===== config.mk =====
export PLATFORM = sky130hd
export DESIGN_NAME = sp_rd_lvds_rx_flat
export DESIGN_NICKNAME = d
export VERILOG_FILES = /design/src/rtl/sp_rd_lvds_rx_if.sv /design/src/rtl/sp_rd_lvds_rx.sv /design/src/flat_wrapper.sv
export SDC_FILE = /design/constraint.sdc
export NUM_CORES = 1
export LEC_CHECK = 0
export ABC_AREA = 1
export CAP_MARGIN = 0
export CELL_PAD_IN_SITES_DETAIL_PLACEMENT = 1
export CELL_PAD_IN_SITES_GLOBAL_PLACEMENT = 2
export CORE_MARGIN = 2
export CORE_UTILIZATION = 30
export DETAILED_ROUTE_END_ITERATION = 10
export PLACE_DENSITY_LB_ADDON = 0.1
export SETUP_SLACK_MARGIN = 0.05
export SLEW_MARGIN = 5
export SYNTH_ARGS = -nofsm -noshare
export SYNTH_HDL_FRONTEND = slang
export SYNTH_SLANG_ARGS = --single-unit

===== constraint.sdc =====
create_clock -name clk -period 8.9 [get_ports clk]
set_clock_uncertainty 0.1 [all_clocks]
set_input_delay 1.78 -clock clk [delete_from_list [all_inputs] [get_ports clk]]
set_output_delay 1.78 -clock clk [all_outputs]
set_load 0.01 [all_outputs]

===== src/rtl/sp_rd_lvds_rx_if.sv =====
// Output word stream of the LVDS receiver: FIFO head word with a valid/ready handshake.
// The master side (receiver) drives the word, the slave side (consumer) drives ready.
interface sp_rd_lvds_rx_if #(
  parameter int DOUT_W = 32
);
  logic [DOUT_W-1:0] dout;
  logic              dout_valid;
  logic              dout_ready;

  modport master (output dout, output dout_valid, input dout_ready);
  modport slave  (input dout, input dout_valid, output dout_ready);
endinterface


===== src/rtl/sp_rd_lvds_rx.sv =====
// Serial-parallel LVDS readout receiver: packs lane samples into words and queues them in a FIFO.
// Optional end-of-frame trailer word is compiled in with macro SP_RD_LVDS_TRAILER_EN.
module sp_rd_lvds_rx #(
  parameter int               LANES      = 8,
  parameter logic [LANES-1:0] INV_MASK   = {LANES{1'b1}},
  parameter logic [1:0]       INV_CTRL   = 2'b00,
  parameter int               DOUT_W     = 32,
  parameter int               FIFO_DEPTH = 16
) (
  input  logic                clk,
  input  logic                nrst,
  input  logic                enable,
  input  logic                clr_ovf,
  input  logic [LANES-1:0]    SP_DOUT_P,
  input  logic [LANES-1:0]    SP_DOUT_N,
  input  logic                SP_UPDATE_P,
  input  logic                SP_UPDATE_N,
  input  logic                SP_EOF_P,
  input  logic                SP_EOF_N,
  sp_rd_lvds_rx_if.master     stream,
  output logic                busy,
  output logic                overflow,
  output logic [15:0]         frame_cnt
);

  localparam int SAMPLES = DOUT_W / LANES;
  localparam int CNT_W   = $clog2(SAMPLES + 1);
  localparam int PTR_W   = $clog2(FIFO_DEPTH);

  if (LANES < 1 || LANES > 16) begin : g_badLanes
    $error("sp_rd_lvds_rx: LANES must be within 1..16");
  end
  if (DOUT_W % LANES != 0) begin : g_badWidth
    $error("sp_rd_lvds_rx: DOUT_W must be a multiple of LANES");
  end
  if (FIFO_DEPTH < 4 || (FIFO_DEPTH & (FIFO_DEPTH - 1)) != 0) begin : g_badDepth
    $error("sp_rd_lvds_rx: FIFO_DEPTH must be a power of two >= 4");
  end

`ifdef SP_RD_LVDS_TRAILER_EN
  typedef enum logic [1:0] {IDLE, RUN, FLUSH, TRAILER} state_t;
`else
  typedef enum logic [1:0] {IDLE, RUN, FLUSH} state_t;
`endif

  // Differential receivers are modelled as P AND NOT N, followed by the polarity fix-up.
  logic [LANES-1:0] w_lanes;
  logic             w_upd;
  logic             w_eof;
  assign w_lanes = (SP_DOUT_P & ~SP_DOUT_N) ^ INV_MASK;
  assign w_upd   = (SP_UPDATE_P & ~SP_UPDATE_N) ^ INV_CTRL[0];
  assign w_eof   = (SP_EOF_P & ~SP_EOF_N) ^ INV_CTRL[1];

  logic [LANES-1:0]  r_lanes;
  logic              r_upd;
  logic              r_eof;
  state_t            r_state;
  logic [CNT_W-1:0]  r_cnt;
  logic [DOUT_W-1:0] r_pack;
  logic              r_push;
  logic [DOUT_W-1:0] r_pushData;
  logic              r_wrEn;
  logic [DOUT_W-1:0] r_wrData;
  logic [15:0]       r_frameCnt;
  logic              r_overflow;
`ifdef SP_RD_LVDS_TRAILER_EN
  logic [15:0]       r_wordCnt;
  logic [7:0]        r_trlFrame;
`endif

  logic [DOUT_W-1:0] w_packNext;
  logic [CNT_W-1:0]  w_cntNext;
  logic              w_wordFull;

  always_comb begin
    w_packNext = r_pack;
    for (int s = 0; s < SAMPLES; s++) begin
      if (r_cnt == CNT_W'(s)) w_packNext[s*LANES +: LANES] = r_lanes;
    end
  end

  assign w_cntNext  = r_cnt + CNT_W'(1);
  assign w_wordFull = (w_cntNext == CNT_W'(SAMPLES));

  always_ff @(posedge clk or negedge nrst) begin
    if (!nrst) begin
      r_lanes <= '0;
      r_upd   <= 1'b0;
      r_eof   <= 1'b0;
    end else begin
      r_lanes <= w_lanes;
      r_upd   <= w_upd;
      r_eof   <= w_eof;
    end
  end

  // A word completed in RUN and a partial word in FLUSH both leave through r_push/r_pushData.
  always_ff @(posedge clk or negedge nrst) begin
    if (!nrst) begin
      r_state    <= IDLE;
      r_cnt      <= '0;
      r_pack     <= '0;
      r_push     <= 1'b0;
      r_pushData <= '0;
      r_frameCnt <= '0;
`ifdef SP_RD_LVDS_TRAILER_EN
      r_wordCnt  <= '0;
      r_trlFrame <= '0;
`endif
    end else begin
      r_push <= 1'b0;
      case (r_state)
        IDLE: begin
          if (enable) r_state <= RUN;
        end
        RUN: begin
          if (r_upd) begin
            if (w_wordFull) begin
              r_push     <= 1'b1;
              r_pushData <= w_packNext;
              r_pack     <= '0;
              r_cnt      <= '0;
`ifdef SP_RD_LVDS_TRAILER_EN
              r_wordCnt  <= r_wordCnt + 16'd1;
`endif
            end else begin
              r_pack <= w_packNext;
              r_cnt  <= w_cntNext;
            end
          end
          if (r_eof) r_state <= FLUSH;
        end
        FLUSH: begin
          if (r_cnt != '0) begin
            r_push     <= 1'b1;
            r_pushData <= r_pack;
            r_pack     <= '0;
            r_cnt      <= '0;
`ifdef SP_RD_LVDS_TRAILER_EN
            r_wordCnt  <= r_wordCnt + 16'd1;
`endif
          end
          r_frameCnt <= r_frameCnt + 16'd1;
`ifdef SP_RD_LVDS_TRAILER_EN
          r_trlFrame <= r_frameCnt[7:0];
          r_state    <= TRAILER;
`else
          r_state    <= enable ? RUN : IDLE;
`endif
        end
`ifdef SP_RD_LVDS_TRAILER_EN
        TRAILER: begin
          r_push     <= 1'b1;
          r_pushData <= DOUT_W'({8'hEF, r_trlFrame, r_wordCnt});
          r_wordCnt  <= '0;
          r_state    <= enable ? RUN : IDLE;
        end
`endif
        default: r_state <= IDLE;
      endcase
    end
  end

  // One retiming stage ahead of the FIFO write port sets the pin-to-dout latency.
  always_ff @(posedge clk or negedge nrst) begin
    if (!nrst) begin
      r_wrEn   <= 1'b0;
      r_wrData <= '0;
    end else begin
      r_wrEn   <= r_push;
      r_wrData <= r_pushData;
    end
  end

  logic [DOUT_W-1:0] r_mem [FIFO_DEPTH];
  logic [PTR_W-1:0]  r_wrPtr;
  logic [PTR_W-1:0]  r_rdPtr;
  logic [PTR_W:0]    r_count;
  logic              w_pop;
  logic              w_full;
  logic              w_wrOk;
  logic              w_drop;

  assign w_pop  = (r_count != '0) && stream.dout_ready;
  assign w_full = (r_count == (PTR_W + 1)'(FIFO_DEPTH));
  assign w_wrOk = r_wrEn && (!w_full || w_pop);
  assign w_drop = r_wrEn && w_full && !w_pop;

  always_ff @(posedge clk) begin
    if (w_wrOk) r_mem[r_wrPtr] <= r_wrData;
  end

  always_ff @(posedge clk or negedge nrst) begin
    if (!nrst) begin
      r_wrPtr    <= '0;
      r_rdPtr    <= '0;
      r_count    <= '0;
      r_overflow <= 1'b0;
    end else begin
      if (w_wrOk) r_wrPtr <= r_wrPtr + PTR_W'(1);
      if (w_pop)  r_rdPtr <= r_rdPtr + PTR_W'(1);
      if (w_wrOk && !w_pop)      r_count <= r_count + (PTR_W + 1)'(1);
      else if (!w_wrOk && w_pop) r_count <= r_count - (PTR_W + 1)'(1);
      if (w_drop)       r_overflow <= 1'b1;
      else if (clr_ovf) r_overflow <= 1'b0;
    end
  end

  assign stream.dout       = (r_count != '0) ? r_mem[r_rdPtr] : '0;
  assign stream.dout_valid = (r_count != '0);
  assign busy              = (r_state != IDLE);
  assign overflow          = r_overflow;
  assign frame_cnt         = r_frameCnt;

endmodule


===== src/flat_wrapper.sv =====
// flat-port wrapper written by rule: the top's interface ports become plain ports
module sp_rd_lvds_rx_flat 
#(
  parameter int               LANES      = 8,
  parameter logic [LANES-1:0] INV_MASK   = {LANES{1'b1}},
  parameter logic [1:0]       INV_CTRL   = 2'b00,
  parameter int               DOUT_W     = 32,
  parameter int               FIFO_DEPTH = 16
)
  (clk, nrst, enable, clr_ovf, SP_DOUT_P, SP_DOUT_N, SP_UPDATE_P, SP_UPDATE_N, SP_EOF_P, SP_EOF_N, busy, overflow, frame_cnt, stream_dout, stream_dout_valid, stream_dout_ready);
  sp_rd_lvds_rx_if #(.DOUT_W(DOUT_W)) stream_i ();
  input  logic clk;
  input  logic nrst;
  input  logic enable;
  input  logic clr_ovf;
  input  logic [LANES-1:0] SP_DOUT_P;
  input  logic [LANES-1:0] SP_DOUT_N;
  input  logic SP_UPDATE_P;
  input  logic SP_UPDATE_N;
  input  logic SP_EOF_P;
  input  logic SP_EOF_N;
  output logic busy;
  output logic overflow;
  output logic [15:0] frame_cnt;
  output wire logic [$bits(stream_i.dout)-1:0] stream_dout;
  output wire logic [$bits(stream_i.dout_valid)-1:0] stream_dout_valid;
  input wire logic [$bits(stream_i.dout_ready)-1:0] stream_dout_ready;
  assign stream_dout = stream_i.dout;
  assign stream_dout_valid = stream_i.dout_valid;
  assign stream_i.dout_ready = stream_dout_ready;
  sp_rd_lvds_rx #(.LANES(LANES), .INV_MASK(INV_MASK), .INV_CTRL(INV_CTRL), .DOUT_W(DOUT_W), .FIFO_DEPTH(FIFO_DEPTH)) u_core (.clk(clk), .nrst(nrst), .enable(enable), .clr_ovf(clr_ovf), .SP_DOUT_P(SP_DOUT_P), .SP_DOUT_N(SP_DOUT_N), .SP_UPDATE_P(SP_UPDATE_P), .SP_UPDATE_N(SP_UPDATE_N), .SP_EOF_P(SP_EOF_P), .SP_EOF_N(SP_EOF_N), .stream(stream_i), .busy(busy), .overflow(overflow), .frame_cnt(frame_cnt));
endmodule

==> metrics.md, run 1 <==
| Metric | Value |
|---|---|
| CTS H-Tree Depth | 3 |
| Tmin final | a little over 6 ns |
| WP buf/inv | 3 |
| TritonRoute pass-1 iters | 5 |
| Crit path max fanout | between 100 and 150 |
| Sequential share of power | around 40% |
| Core area | a little under 0.09 mm^2 |
| Post_cts resized | 0 |
| Vias per cell | roughly 4.8 |
| Hold Slack | ~0.26 ns |
| Vias in the first global route | 18400 |
| Clk pwr share | between 20% and 30% |
| WP data required | 7.02 ns |
| Final TNS setup | 0 ns |
| Post-synth EDFFs | 512 |
| Slew margin rel. | 26.1% |
| Largest net degree at the start of global routing | a little under 200 |
| Number of I/O pins | 76 |
| Syn_nets | 2398 |
| Worst setup SP type | flip-flop |
| CP Cell Sequence | inv_8 -> buf_12 -> nand2_1 -> nand3_1 -> nand3_1 -> nand2_1 -> nand2_1 -> a21oi_1 -> clkdlybuf4s50_1 |
| Crit Path Category | flip-flop to output port |
| Combinational Power Share | 31.5% |
| Area grow syn2layout | 16.1% |
| Setup violations, final | 0 |
| Setup repair after global routing missed its margin | false |
| Final hold viol count | 0 |
| Fin crit share | between 70 and 80% |
| Initial antenna violation count | 3 |
| Most frequent CP cell | nand2_1 |
| Final Wtd Congestion | about 0.7 |
| Post-synthesis async set-or-reset flop share | 21.8% |
| CP delay by family, top | buffers and inverters |
| TritonCTS buffer count | 77 |
| FF+latch area | between 0.015 and 0.02 mm^2 |
| Slowest CP cell | dfrtp_4 |
| Number of diodes | 0 |
| Leak | 11.9 nW |
| Worst-path clk slew | about 0.06 ns |
| Clk Latency, worst-skew pair | a little over 0.6 ns |
| Seq/Total Area, Yosys | a little under three quarters |
| Post-DP HPWL | between 40 and 50 mm |
| Commonest non-fill, non-tap cells in the layout | nand2_1 (800), edfxtp_1 (512), nand3_1 (403) |
| FP Rows | between 100 and 150 |
| DRT iter0 DRCs | 1136 |
| Net Sw Power | 4.17 mW |
| Synth cell types | 30 |
| Hold WC Path Type | flip-flop to flip-flop |
| Vias | roughly 17000 |
| Initial Utilization | between 30% and 40% |
| Longest Clk Path Bufs | 3 |
| Drt wl/cell | approximately 23 um |
| Slew @ Worst Pin | about 1.1 ns |
| Nets | about 2500 |
| Area of the multi-input gates | approximately 0.0068 mm^2 |
| Worst vdd ir | ~0.00022 V |
| FILL cells | 9619 |
| Die ar. | 0.0915 mm^2 |
| Peak Freq | roughly 0.16 GHz |
| CP arrival | 4.35 ns |
| Max Slew Vio Count | 0 |
| # clock sinks | between 600 and 700 |
| CTS root buffer | clkbuf_16 |
| Synth top area cells | edfxtp_1 (58%), dfrtp_1 (13%), nand2_1 (11%), nand3_1 (7.6%), buf_2 (1.3%) |
| Status | complete, no violations |
| CTS tree | done |
| Die height | a little over 300 um |
| Worst setup EP type | output port |
| Switch share | a little under two fifths |
| Most common cell after layout, fill and taps aside | nand2_1 |
| Post-Route WL | around 84 mm |
| Detailed-route DRC error count | 0 |
| Internal power | ~7 mW |
| Antenna viol nets, final | 0 |
| Hold Buf Count CTS | 0 |
| Reg2reg setup slack | approximately 5.2 ns |
| Post-CTS setup buffer count | 0 |
| Synthesized netlist cell count | 2352 |
| IO buf count | 75 |
| Seq cells post-synth | 655 |
| CP max stage delay | between 0.8 and 0.9 ns |
| Predominant post-synthesis flop cell | edfxtp_1 |
| Post-synth top area share | between 50% and 60% |
| Global-route wire length before repair | 125 mm |
| Pwr Density | around 360 mW/mm^2 |
| YS warnings | 0 |
| Max Cap Viol | 0 |
| Layout cells sized above 1 | 6.98% |
| Total global routing overflow | 0 |
| Chip width | 303 um |
| Synthesized area per cell | 11.4 um^2 |
| Synth area leader | edfxtp_1 |
| All-Layer GR Usage | 18.6% |
| Post-Syn Area | 0.0267 mm^2 |
==> metal layers <==
layer / wire length (um) / vias to the layer above / part of all wire (%) / track usage, %
met5: 0 / - / 0 / 0
met4: 1260 / 0 / 1.5 / 4.43
met3: 2940 / 81 / 3.5 / 2.59
met2: 39900 / 301 / 48 / 30.7
met1: 39800 / 8944 / 47 / 26.0
li1: - / 8169 / - / -
==> flip-flops by register name, indices dropped and copies added, names as in the netlist, 3 cells and up <==
| name | flops |
|---|---|
| u_core.frame_cnt | 16 |
| u_core.r_cnt | 3 |
| u_core.r_count | 5 |
| u_core.r_lanes | 8 |
| u_core.r_mem | 512 |
| u_core.r_pack | 32 |
| u_core.r_pushData | 32 |
| u_core.r_rdPtr | 4 |
| u_core.r_wrData | 32 |
| u_core.r_wrPtr | 4 |
==> path summary, 6_finish.rpt <==
path                                       start                  end  cells past startpoint
max                            u_core.r_rdPtr[0]       stream_dout[4]                      9
min                        u_core.r_pushData[22]  u_core.r_wrData[22]                      0
max reg2reg                    u_core.r_count[0]    u_core.r_count[4]                     14
min reg2reg                u_core.r_pushData[22]  u_core.r_wrData[22]                      0
max in group asynchronous                   nrst  u_core.r_wrData[23]                      2
min in group asynchronous                   nrst  u_core.frame_cnt[8]                      1
==> area by class of cell <==
class / instances / area share [%]
inverter: 85 / 1.06
clock buffer: 102 / 6.81
tap: 1165 / 4.70
sequential: 655 / 61.1
multi-input combinational: 1479 / 21.8
clock inverter: 35 / 1.24
timing repair buffer: 107 / 3.28
==> Yosys cell counts, types with 22 or more instances <==
cell      count
nand2_1     800
edfxtp_1    512
nand3_1     404
dfrtp_1     143
inv_1        79
buf_2        67
nor2_1       67
a21oi_1      61
o21ai_0      56
buf_6        25
o31ai_1      25
clkbuf_1     22
==> cells by family (layout without fill, tap and decap cells) <==
kind of cell | after synthesis | count (layout) | share of synthesized area (%)
XOR/XNOR | 21 | 21 | 0.688
buffers and inverters | 218 | 329 | 4.30
adder cells (fa/ha/maj) | 21 | 21 | 1.01
flip-flops | 655 | 655 | 70.9
AND/OR/NAND/NOR | 1278 | 1278 | 19.9
AO/OA/AOI/OAI | 159 | 159 | 3.22
==> metrics by stage <==
stage,area [um^2],instances,total power [mW],setup WS (ns),util (%)
after floorplan,26700,2352,6.53,4.79,-
after global placement,28500,3491,7.99,3.24,32.3
after detailed placement,28500,3491,8.02,3.27,32.3
after CTS,31000,3628,11.3,2.55,35.1
after global routing,31000,3628,11.8,2.42,35.1
final,31000,3628,11.1,2.67,35.1
==> power by group through the flow <==
stage / clock network, mW / logic [mW] / registers [mW]
final: 3.18 / 3.48 / 4.40
after detailed placement: 0 / 3.56 / 4.47
after floorplan: 0 / 2.37 / 4.16
after global placement: 0 / 3.54 / 4.45
after CTS: 3.28 / 3.58 / 4.40
after global routing: 3.38 / 3.94 / 4.47
No activity file was read; power rests on OpenSTA's default activity.
==> inputs of run 2 (changes only) <==
clock period = 5.4 ns   (was 8.9 ns; I/O delays follow)
==> run 2 against run 1 <==
  * Hold slack got worse by 0.0084 ns
  * Sequential cell count did not move
  * Global-route usage fell by 1.1 points
  * Cell count increased by 0.63%
  * Via count decreased by 0.56%
  * Sequential share of layout area fell by 0.24 points
  * Clock power increased by 59%
==> metrics.md, run 2 (synthesis results as in run 1) <==
| Metric | Value |
|---|---|
| Status | complete, no violations |
| CP Cell Sequence | clkinv_4 -> buf_4 -> nand2_1 -> nand3_1 -> nand3_1 -> nand2_1 -> nand2_1 -> a21oi_1 -> clkdlybuf4s50_1 |
| Initial Utilization | a little under a third |
| CP arrival | between 3 and 4 ns |
| Worst setup EP type | output port |
| WP buf/inv | 3 |
| Max reg flops | 512 |
| Number of I/O pins | 76 |
| Largest register by flop count | u_core.r_mem |
| Area of the multi-input gates | between 0.006 and 0.007 mm^2 |
| Vias in the first global route | approximately 18000 |
| Worst-path clk slew | 0.05 ns |
| Total global routing overflow | 0 |
| Max Cap Viol | 0 |
| Area grow syn2layout | 16.5% |
| Nets | between 2000 and 2500 |
| Crit path max fanout | between 50 and 60 |
| Pwr Density | between 500 and 600 mW/mm^2 |
| Layout cells sized above 1 | under 10% |
| Post-CTS setup buffer count | 0 |
| Final hold viol count | 0 |
| Most frequent CP cell | nand2_1 |
| Die height | 303 um |
| IO buf count | 75 |
| Vias per cell | about 4.8 |
| TritonRoute pass-1 iters | 5 |
| Hold Buf Count CTS | 0 |
| CP delay by family, top | buffers and inverters |
| Fin area | 0.0312 mm^2 |
| CTS root buffer | clkbuf_16 |
| Worst vdd ir | between 0.0003 and 0.0004 V |
| TritonCTS buffer count | just under 80 |
| CTS tree | done |
| CTS H-Tree Depth | 3 |
| Post-DP HPWL | 45.8 mm |
| Reg2Reg Depth | 14 |
| Post_cts resized | 0 |
| All-Layer GR Usage | about 17% |
| Peak Freq | approximately 0.21 GHz |
| Post-Route WL | roughly 79 mm |
| Tmin final | between 4 and 5 ns |
| Initial antenna violation count | 1 |
| Worst r2r src | u_core.r_count[0] |
| Max Slew Vio Count | 0 |
| Longest Clk Path Bufs | 3 |
| R2r endpoint | u_core.r_count[4] |
| Worst setup SP type | flip-flop |
| Chip width | a little over 300 um |
| Leak | 11.9 nW |
| Global-route wire length before repair | ~120 mm |
| Fin crit share | a little under 90% |
| FP Rows | approximately 110 |
| Reg2reg setup slack | between 1.5 and 2 ns |
| Final TNS setup | 0 ns |
| Cell Area, Placed | ~0.029 mm^2 |
| Hold WC Path Type | flip-flop to flip-flop |
| Setup violations, final | 0 |
| Worst Hold Endpoint | u_core.r_wrEn |
| Antenna viol nets, final | 0 |
| Slew margin rel. | about 34% |
| Setup repair after global routing missed its margin | false |
| Slew @ Worst Pin | 0.989 ns |
| Hold Path Depth | 0 |
| Drt wl/cell | about 22 um |
| Largest net degree at the start of global routing | around 140 |
| Most common cell after layout, fill and taps aside | nand2_1 |
| Number of diodes | 0 |
| Commonest non-fill, non-tap cells in the layout | nand2_1 (800), edfxtp_1 (512), nand3_1 (403) |
| DRT iter0 DRCs | about 1000 |
| Crit Path Category | flip-flop to output port |
| WP depth | 9 |
| FF+latch area | approximately 0.019 mm^2 |
| Clk Latency, worst-skew pair | around 0.6 ns |
| Hold path startpoint | u_core.r_push |
| Die ar. | a little over 0.09 mm^2 |
| Vias | roughly 17000 |
| WP data required | approximately 4.2 ns |
| Final Wtd Congestion | just over 0.7 |
| Core area | about 0.088 mm^2 |
| Slowest CP cell | dfrtp_4 |
| # clock sinks | 655 |
| Detailed-route DRC error count | 0 |
| CP max stage delay | 0.66 ns |
| FILL cells | ~9600 |
==> run 2: stage by stage <==
stage | power, mW | setup slack, ns | cells | util (%) | hold slack (ns)
after detailed placement | 13.4 | 0.981 | 3508 | 32.5 | 0.240
after global placement | 13.3 | 1.13 | 3508 | 32.5 | 0.237
after floorplan | 10.8 | 1.99 | 2352 | - | 0.231
after CTS | 18.5 | 0.537 | 3651 | 35.3 | 0.253
final | 18.1 | 0.683 | 3651 | 35.3 | 0.253
after global routing | 19.4 | 0.404 | 3651 | 35.3 | 0.255
==> run 2: worst max path at each step <==
stage                                  from                  end  slack [ns]
after floorplan           stream_dout_ready   u_core.r_mem[0][0]        1.99
after global placement    stream_dout_ready  u_core.r_mem[1][22]        1.13
after detailed placement  stream_dout_ready  u_core.r_mem[1][22]        0.98
after CTS                 u_core.r_rdPtr[0]      stream_dout[15]        0.54
after global routing      u_core.r_rdPtr[0]      stream_dout[15]        0.40
final                     u_core.r_rdPtr[0]      stream_dout[15]        0.68
==> run 2: layout make-up <==
class,instances,share of cell area (%)
Clock buffer,103,6.93
Clock inverter,40,0.924
Inverter,85,1.05
Multi-Input combinational cell,1479,21.7
Sequential cell,655,60.9
Tap cell,1165,4.68
Timing Repair Buffer,124,3.84
==> run 2: power breakdown <==
group	internal (mW)	switching [mW]	total, mW	leakage, nW
clock network	2.96	2.09	5.05	1.22
logic	1.91	3.85	5.76	4.20
registers	6.36	0.957	7.32	6.52
==> run 2: per-layer routing <==
| metal | wire length (um) | GRT usage (%) | up-vias | part of all wire, % |
|---|---|---|---|---|
| met3 | 2590 | 2.61 | 85 | 3.3 |
| li1 | - | - | 8217 | - |
| met1 | 37900 | 24.6 | 8865 | 48 |
| met4 | 1130 | 4.01 | 0 | 1.4 |
| met5 | 0 | 0 | - | 0 |
| met2 | 37300 | 28.6 | 230 | 47 |
